<file path="config.mk">
export PLATFORM = sky130hd
export DESIGN_NAME = hilo_muldiv_unit
export DESIGN_NICKNAME = d
export VERILOG_FILES = /design/src/rtl/hilo_pkg.sv /design/src/rtl/muldiv_iter_core.sv /design/src/rtl/hilo_muldiv_unit.sv
export SDC_FILE = /design/constraint.sdc
export NUM_CORES = 1
export LEC_CHECK = 0
export CORE_MARGIN = 2
export CORE_UTILIZATION = 25
export DETAILED_ROUTE_END_ITERATION = 10
export GPL_ROUTABILITY_DRIVEN = 0
export MAX_ROUTING_LAYER = met4
export SYNTH_ARGS = -nofsm -noshare
export SYNTH_HDL_FRONTEND = slang
export SYNTH_SLANG_ARGS = --single-unit
</file>
<file path="constraint.sdc">
create_clock -name clk -period 6.8 [get_ports clk]
set_input_delay 0.68 -clock clk [delete_from_list [all_inputs] [get_ports clk]]
set_output_delay 0.68 -clock clk [all_outputs]
set_load 0.02 [all_outputs]
</file>
<file path="src/rtl/hilo_pkg.sv">
// Shared encodings for the HI/LO writer and the mfhi/mflo read side.
package hilo_pkg;

    localparam logic [2:0] OP_NOP   = 3'b000;
    localparam logic [2:0] OP_MULTU = 3'b001;
    localparam logic [2:0] OP_DIVU  = 3'b010;
    localparam logic [2:0] OP_MULT  = 3'b011;
    localparam logic [2:0] OP_DIV   = 3'b100;
    localparam logic [2:0] OP_MTHI  = 3'b101;
    localparam logic [2:0] OP_MTLO  = 3'b110;
    localparam logic [2:0] OP_NOP2  = 3'b111;

    localparam logic [1:0] ALU_MFHI = 2'b01;
    localparam logic [1:0] ALU_MFLO = 2'b10;

    typedef enum logic [1:0] {S_IDLE, S_RUN, S_FIN} state_e;

    function automatic logic is_muldiv(input logic [2:0] op);
        return (op == OP_MULTU) || (op == OP_DIVU) || (op == OP_MULT) || (op == OP_DIV);
    endfunction

    function automatic logic is_div_op(input logic [2:0] op);
        return (op == OP_DIVU) || (op == OP_DIV);
    endfunction

endpackage

</file>
<file path="src/rtl/muldiv_iter_core.sv">
// Shared iterative datapath: one shift-add (mul) or restoring shift-subtract (div) step per cycle.
module muldiv_iter_core #(
    parameter int unsigned WIDTH = 32
) (
    input  logic             clk,
    input  logic             rst_n,
    input  logic             load,
    input  logic             step,
    input  logic             div_mode,
    input  logic [WIDTH-1:0] a,
    input  logic [WIDTH-1:0] b,
    output logic [WIDTH-1:0] acc,
    output logic [WIDTH-1:0] q
);

    logic [WIDTH-1:0] acc_q, acc_d, q_q, q_d, m_q, m_d;
    logic             div_q, div_d;
    logic [WIDTH:0]   sum, shifted, diff;

    always_comb begin
        sum     = {1'b0, acc_q} + (q_q[0] ? {1'b0, m_q} : '0);
        shifted = {acc_q, q_q[WIDTH-1]};
        diff    = shifted - {1'b0, m_q};
        acc_d   = acc_q;
        q_d     = q_q;
        m_d     = m_q;
        div_d   = div_q;
        if (load) begin
            acc_d = '0;
            q_d   = a;
            m_d   = b;
            div_d = div_mode;
        end else if (step) begin
            if (div_q) begin
                // Non-negative trial difference means the divisor fits: keep it, shift in a 1.
                if (!diff[WIDTH]) begin
                    acc_d = diff[WIDTH-1:0];
                    q_d   = {q_q[WIDTH-2:0], 1'b1};
                end else begin
                    acc_d = shifted[WIDTH-1:0];
                    q_d   = {q_q[WIDTH-2:0], 1'b0};
                end
            end else begin
                acc_d = sum[WIDTH:1];
                q_d   = {sum[0], q_q[WIDTH-1:1]};
            end
        end
    end

    always_ff @(posedge clk or negedge rst_n) begin
        if (!rst_n) begin
            acc_q <= '0;
            q_q   <= '0;
            m_q   <= '0;
            div_q <= 1'b0;
        end else begin
            acc_q <= acc_d;
            q_q   <= q_d;
            m_q   <= m_d;
            div_q <= div_d;
        end
    end

    assign acc = acc_q;
    assign q   = q_q;

endmodule

</file>
<file path="src/rtl/hilo_muldiv_unit.sv">
// HI/LO writer: multicycle MULTU/DIVU (MULT/DIV with HILO_SIGNED_OPS_EN), single-cycle MTHI/MTLO.
// Macro HILO_SIGNED_OPS_EN: when undefined, ops 011/100 behave as MULTU/DIVU.
module hilo_muldiv_unit #(
    parameter int unsigned WIDTH = 32
) (
    input  logic             clk,
    input  logic             rst_n,
    input  logic             start,
    input  logic [2:0]       op,
    input  logic [WIDTH-1:0] rs,
    input  logic [WIDTH-1:0] rt,
    output logic             busy,
    output logic             done,
    output logic [WIDTH-1:0] hi,
    output logic [WIDTH-1:0] lo
);
    import hilo_pkg::*;

    localparam int unsigned CW = (WIDTH > 1) ? $clog2(WIDTH) : 1;
    localparam logic [CW-1:0] LAST = CW'(WIDTH - 1);

    state_e           state_q, state_d;
    logic [CW-1:0]    cnt_q, cnt_d;
    logic [WIDTH-1:0] hi_q, hi_d, lo_q, lo_d;
    logic             done_q, done_d;
    logic             load, step, op_div;
    logic [WIDTH-1:0] a_mag, b_mag, core_hi, core_lo, res_hi, res_lo;

    assign op_div = is_div_op(op);

`ifdef HILO_SIGNED_OPS_EN
    logic is_div_q, is_div_d, neg_ab_q, neg_ab_d, neg_a_q, neg_a_d;
    logic op_signed, a_neg, b_neg, div_zero;

    always_comb begin
        op_signed = (op == OP_MULT) || (op == OP_DIV);
        a_neg     = op_signed & rs[WIDTH-1];
        b_neg     = op_signed & rt[WIDTH-1];
        // Divide by zero must return the raw dividend in HI, so skip all sign handling.
        div_zero  = op_div && (rt == '0);
        a_mag     = (a_neg && !div_zero) ? -rs : rs;
        b_mag     = b_neg ? -rt : rt;
        is_div_d  = load ? op_div : is_div_q;
        neg_ab_d  = load ? ((a_neg ^ b_neg) & ~div_zero) : neg_ab_q;
        neg_a_d   = load ? (a_neg & ~div_zero) : neg_a_q;
        if (is_div_q) begin
            res_hi = neg_a_q ? -core_hi : core_hi;
            res_lo = neg_ab_q ? -core_lo : core_lo;
        end else begin
            {res_hi, res_lo} = neg_ab_q ? -{core_hi, core_lo} : {core_hi, core_lo};
        end
    end

    always_ff @(posedge clk or negedge rst_n) begin
        if (!rst_n) begin
            is_div_q <= 1'b0;
            neg_ab_q <= 1'b0;
            neg_a_q  <= 1'b0;
        end else begin
            is_div_q <= is_div_d;
            neg_ab_q <= neg_ab_d;
            neg_a_q  <= neg_a_d;
        end
    end
`else
    assign a_mag  = rs;
    assign b_mag  = rt;
    assign res_hi = core_hi;
    assign res_lo = core_lo;
`endif

    muldiv_iter_core #(
        .WIDTH(WIDTH)
    ) u_core (
        .clk     (clk),
        .rst_n   (rst_n),
        .load    (load),
        .step    (step),
        .div_mode(op_div),
        .a       (a_mag),
        .b       (b_mag),
        .acc     (core_hi),
        .q       (core_lo)
    );

    always_comb begin
        state_d = state_q;
        cnt_d   = cnt_q;
        hi_d    = hi_q;
        lo_d    = lo_q;
        done_d  = 1'b0;
        load    = 1'b0;
        step    = 1'b0;
        unique case (state_q)
            S_IDLE: begin
                if (start) begin
                    if (is_muldiv(op)) begin
                        load    = 1'b1;
                        cnt_d   = '0;
                        state_d = S_RUN;
                    end else if (op == OP_MTHI) begin
                        hi_d = rs;
                    end else if (op == OP_MTLO) begin
                        lo_d = rs;
                    end
                end
            end
            S_RUN: begin
                step  = 1'b1;
                cnt_d = cnt_q + 1'b1;
                if (cnt_q == LAST) begin
                    cnt_d   = '0;
                    state_d = S_FIN;
                end
            end
            S_FIN: begin
                hi_d    = res_hi;
                lo_d    = res_lo;
                done_d  = 1'b1;
                state_d = S_IDLE;
            end
            default: state_d = S_IDLE;
        endcase
    end

    always_ff @(posedge clk or negedge rst_n) begin
        if (!rst_n) begin
            state_q <= S_IDLE;
            cnt_q   <= '0;
            hi_q    <= '0;
            lo_q    <= '0;
            done_q  <= 1'b0;
        end else begin
            state_q <= state_d;
            cnt_q   <= cnt_d;
            hi_q    <= hi_d;
            lo_q    <= lo_d;
            done_q  <= done_d;
        end
    end

    assign busy = (state_q != S_IDLE);
    assign done = done_q;
    assign hi   = hi_q;
    assign lo   = lo_q;

endmodule

</file>
==> run metrics <==
status=finished clean; minimum clock period=3.95 ns; Worst slew margin=approximately 27%; vias in the first global route=10,200; Worst R2R Start=u_core.acc[26]; EDFF count, synth=0; final setup TNS=0 ns; number of hold buffers added after cts=0; Placed Area=13,300 um^2; final worst setup slack=2.85 ns; Setup crit end kind=flip-flop; Hold Vio Cnt, Final=0; Worst Clk Skew=about 0.016 ns; Top FF cell, synth=dfrtp_1; Routed Antenna Nets=0; post-DR wirelength/cell=17.6 um; initial drt markers=slightly below 1,000; Routed WL=roughly 36 mm; Clk pwr share=between 10% and 20%; FFs w/ async S/R, synth=100%; sequential share of power=24.9%; clock latency at the later pin of the worst-skew pair=~0.45 ns; Reg clk slew, reported paths=0.07 ns; clock buffer depth=2; Hold Path Class=in2async; Initial Utilization=25.4%; pin count of the biggest net entering global routing=between 100 and 150; die height=217 um; slowest stage delay, CP=~0.51 ns; max_cap viols=0; vias post-DR=10,300; Pleak=0.00583 uW; global-route wire length before repair=56.6 mm; share of post-route cells with drive strength above 1=3.95%; IO Port Bufs=135; # diodes=0; VDD IR-drop max=~0.2 mV; Max Freq=253 MHz; GRT Total Usage=15.6%; reg-to-reg critical path endpoint=u_core.acc[23]; Worst path slowest cell=dfrtp_1; pre-CTS setup slack=2.93 ns; First-pass DRT Iterations=5; Synth cell types=66; Post CTS Setup Buffer Count=0; critical path type=reg2reg; detailed placer's ending HPWL=26.7 mm; gate count after technology mapping=1,343; Slew @ Worst Pin=1.09 ns; syn_area_per_cell=8.43 um^2; Worst R2R Setup Slack=2.85 ns; filler instances=about 4,700; initial antenna violation count=0; clock net sink count=between 150 and 200; CP cell instances=ha_1 -> a21oi_1 -> o21ai_0 -> a221oi_1 -> o21ai_0 -> or2_0 -> o221ai_4 -> buf_4 -> nand2b_1 -> o21ai_0 -> a221o_1; Final Total Pwr=8200 uW; Cell Area, Synth=11,300 um^2; Num CTS Buffers=17; Critical Path Start Type=flip-flop; WHS=about 0.38 ns; R2R cell count=11; I/O pin cnt=136; unrepaired setup endpoints after global routing=false; CTS tree=yes; Overflow after GRT=0; Tcrit/Tclk final=between 50% and 60%; Sw Share=48.0%; setup violators final=0; post-cts resize count=0; CP required=7.13 ns; H-tree levels=4; combinational power share=a little under two thirds; core box area=44,500 um^2; CP most frequent cell=o21ai_0; pwr/cell area=594 nW/um^2; via-per-instance ratio=slightly above 5; die width=roughly 220 um; Seq cells post-synth=169; Root Buffer Master=clkbuf_16; # rows=77; Crit Path Max Fanout=46; Net Sw Power=3940 uW; Die ar.=approximately 47,000 um^2; CP arrival=4.28 ns; Syn Nets=1,481; sequential share of the synthesized area=37.3%; Area Overhead vs Synth=21.9%; post-route cell area=13,800 um^2; max-slew violations=0; drt drc=0; final net count=~1,600; P_int=between 4000 and 5000 uW; Yosys warning count=0
-- final cells by class --
type                       count  area (um^2)  area share (%)
timing repair buffer         146         1440            10.4
tap                          592          741            5.36
inverter                      49          184            1.33
clock inverter                 8         98.8           0.716
sequential                   169         4230            30.6
clock buffer                  22          454            3.29
multi-input combinational   1050         6670            48.3
-- power by group through the flow --
stage	Clock [uW]	Sequential [uW]	Combinational (uW)
floorplan	0	2070	3550
global placement	0	2040	5080
detailed placement	0	2050	5150
CTS	962	2030	5180
global route	995	2110	5750
finish	947	2040	5210
-- cell usage after synthesis (33+ instances only) --
library cell | instances | area (um^2)
nand2_1 | 107 | 402
a21oi_1 | 199 | 996
a221o_1 | 39 | 390
ha_1 | 66 | 826
dfrtp_1 | 169 | 4230
inv_1 | 49 | 184
mux2i_1 | 33 | 330
nor2_1 | 152 | 571
clkbuf_1 | 52 | 195
nor2b_1 | 42 | 263
and2_1 | 35 | 219
o21ai_0 | 105 | 526
-- through the flow --
| step | util, % | instances |
|---|---|---|
| after detailed placement | 29.8 | 2006 |
| after floorplan | - | 1343 |
| after global routing | 31.0 | 2036 |
| final | 31.0 | 2036 |
| after global placement | 29.8 | 2006 |
| after CTS | 31.0 | 2036 |
-- worst max-delay path by stage --
stage / to / startpoint / depth (start not counted) / slack [ns]
final: u_core.acc[23] / u_core.acc[26] / 11 / 2.85
after global routing: u_core.acc[29] / u_core.q[0] / 14 / 2.59
after CTS: u_core.acc[25] / u_core.q[0] / 14 / 2.88
after detailed placement: u_core.acc[25] / u_core.q[0] / 14 / 2.93
after global placement: u_core.acc[25] / u_core.q[0] / 14 / 3.01
after floorplan: u_core.acc[30] / u_core.q[0] / 12 / 3.65
-- flip-flops by register name, summed over array words and instances (netlist names) --
name and count:
u_core.div_q 1, cnt_q 5, state_q 2, u_core.m_q 32
u_core.acc 32, u_core.q 32, done 1, hi 32
lo 32
-- metal layers --
| metal | vias up | track usage, % | part of all wire [%] |
|---|---|---|---|
| li1 | 5007 | - | - |
| met1 | 4918 | 20.7 | 47 |
| met2 | 360 | 24.6 | 46 |
| met3 | 55 | 2.32 | 5.4 |
| met4 | 0 | 4.84 | 2.1 |
| met5 | - | - | 0 |
-- worst max-delay path: cells and delay by family, from the launching register on --
kind	cells	cell delay (ns)
buffers and inverters	1	0.50
AOI/OAI and AO/OA	7	1.78
DFF	1	0.51
adders and majority gates	1	0.46
and+or+nand+nor	2	0.57
-- cell families (layout without fill, tap and decap cells) --
| kind of cell | Yosys count | count (layout) | synth area share [%] |
|---|---|---|---|
| DFF | 169 | 169 | 37.3 |
| buffers and inverters | 124 | 225 | 4.26 |
| adders and majority gates | 68 | 68 | 7.65 |
| muxes | 34 | 34 | 3.02 |
| and+or+nand+nor | 406 | 406 | 16.4 |
| xor gates and xnor gates | 58 | 58 | 4.49 |
| AOI/OAI and AO/OA | 484 | 484 | 26.8 |
-- cell usage in the layout, fill, tap and decap left out, drive strengths merged, types with 4 or more instances in the layout --
cell type        n
a21o            29
clkbuf          22
o21a             8
a211o            8
dfrtp          169
xnor2           30
buf             12
o21ai          108
nor3            15
inv             49
nor2b           42
o211ai           8
a221o           39
nand4            9
xor2            28
ha              66
a221oi           4
o21bai           6
nand2b           8
clkdlybuf4s50  134
a21oi          200
and3             8
clkinv           4
a2111oi          4
o221ai           4
nand3           19
a22oi           14
nor2           152
a31oi           14
nand2          107
a211oi          12
and2            35
mux2i           33
or3              4
(Power assumes the default switching activity.)
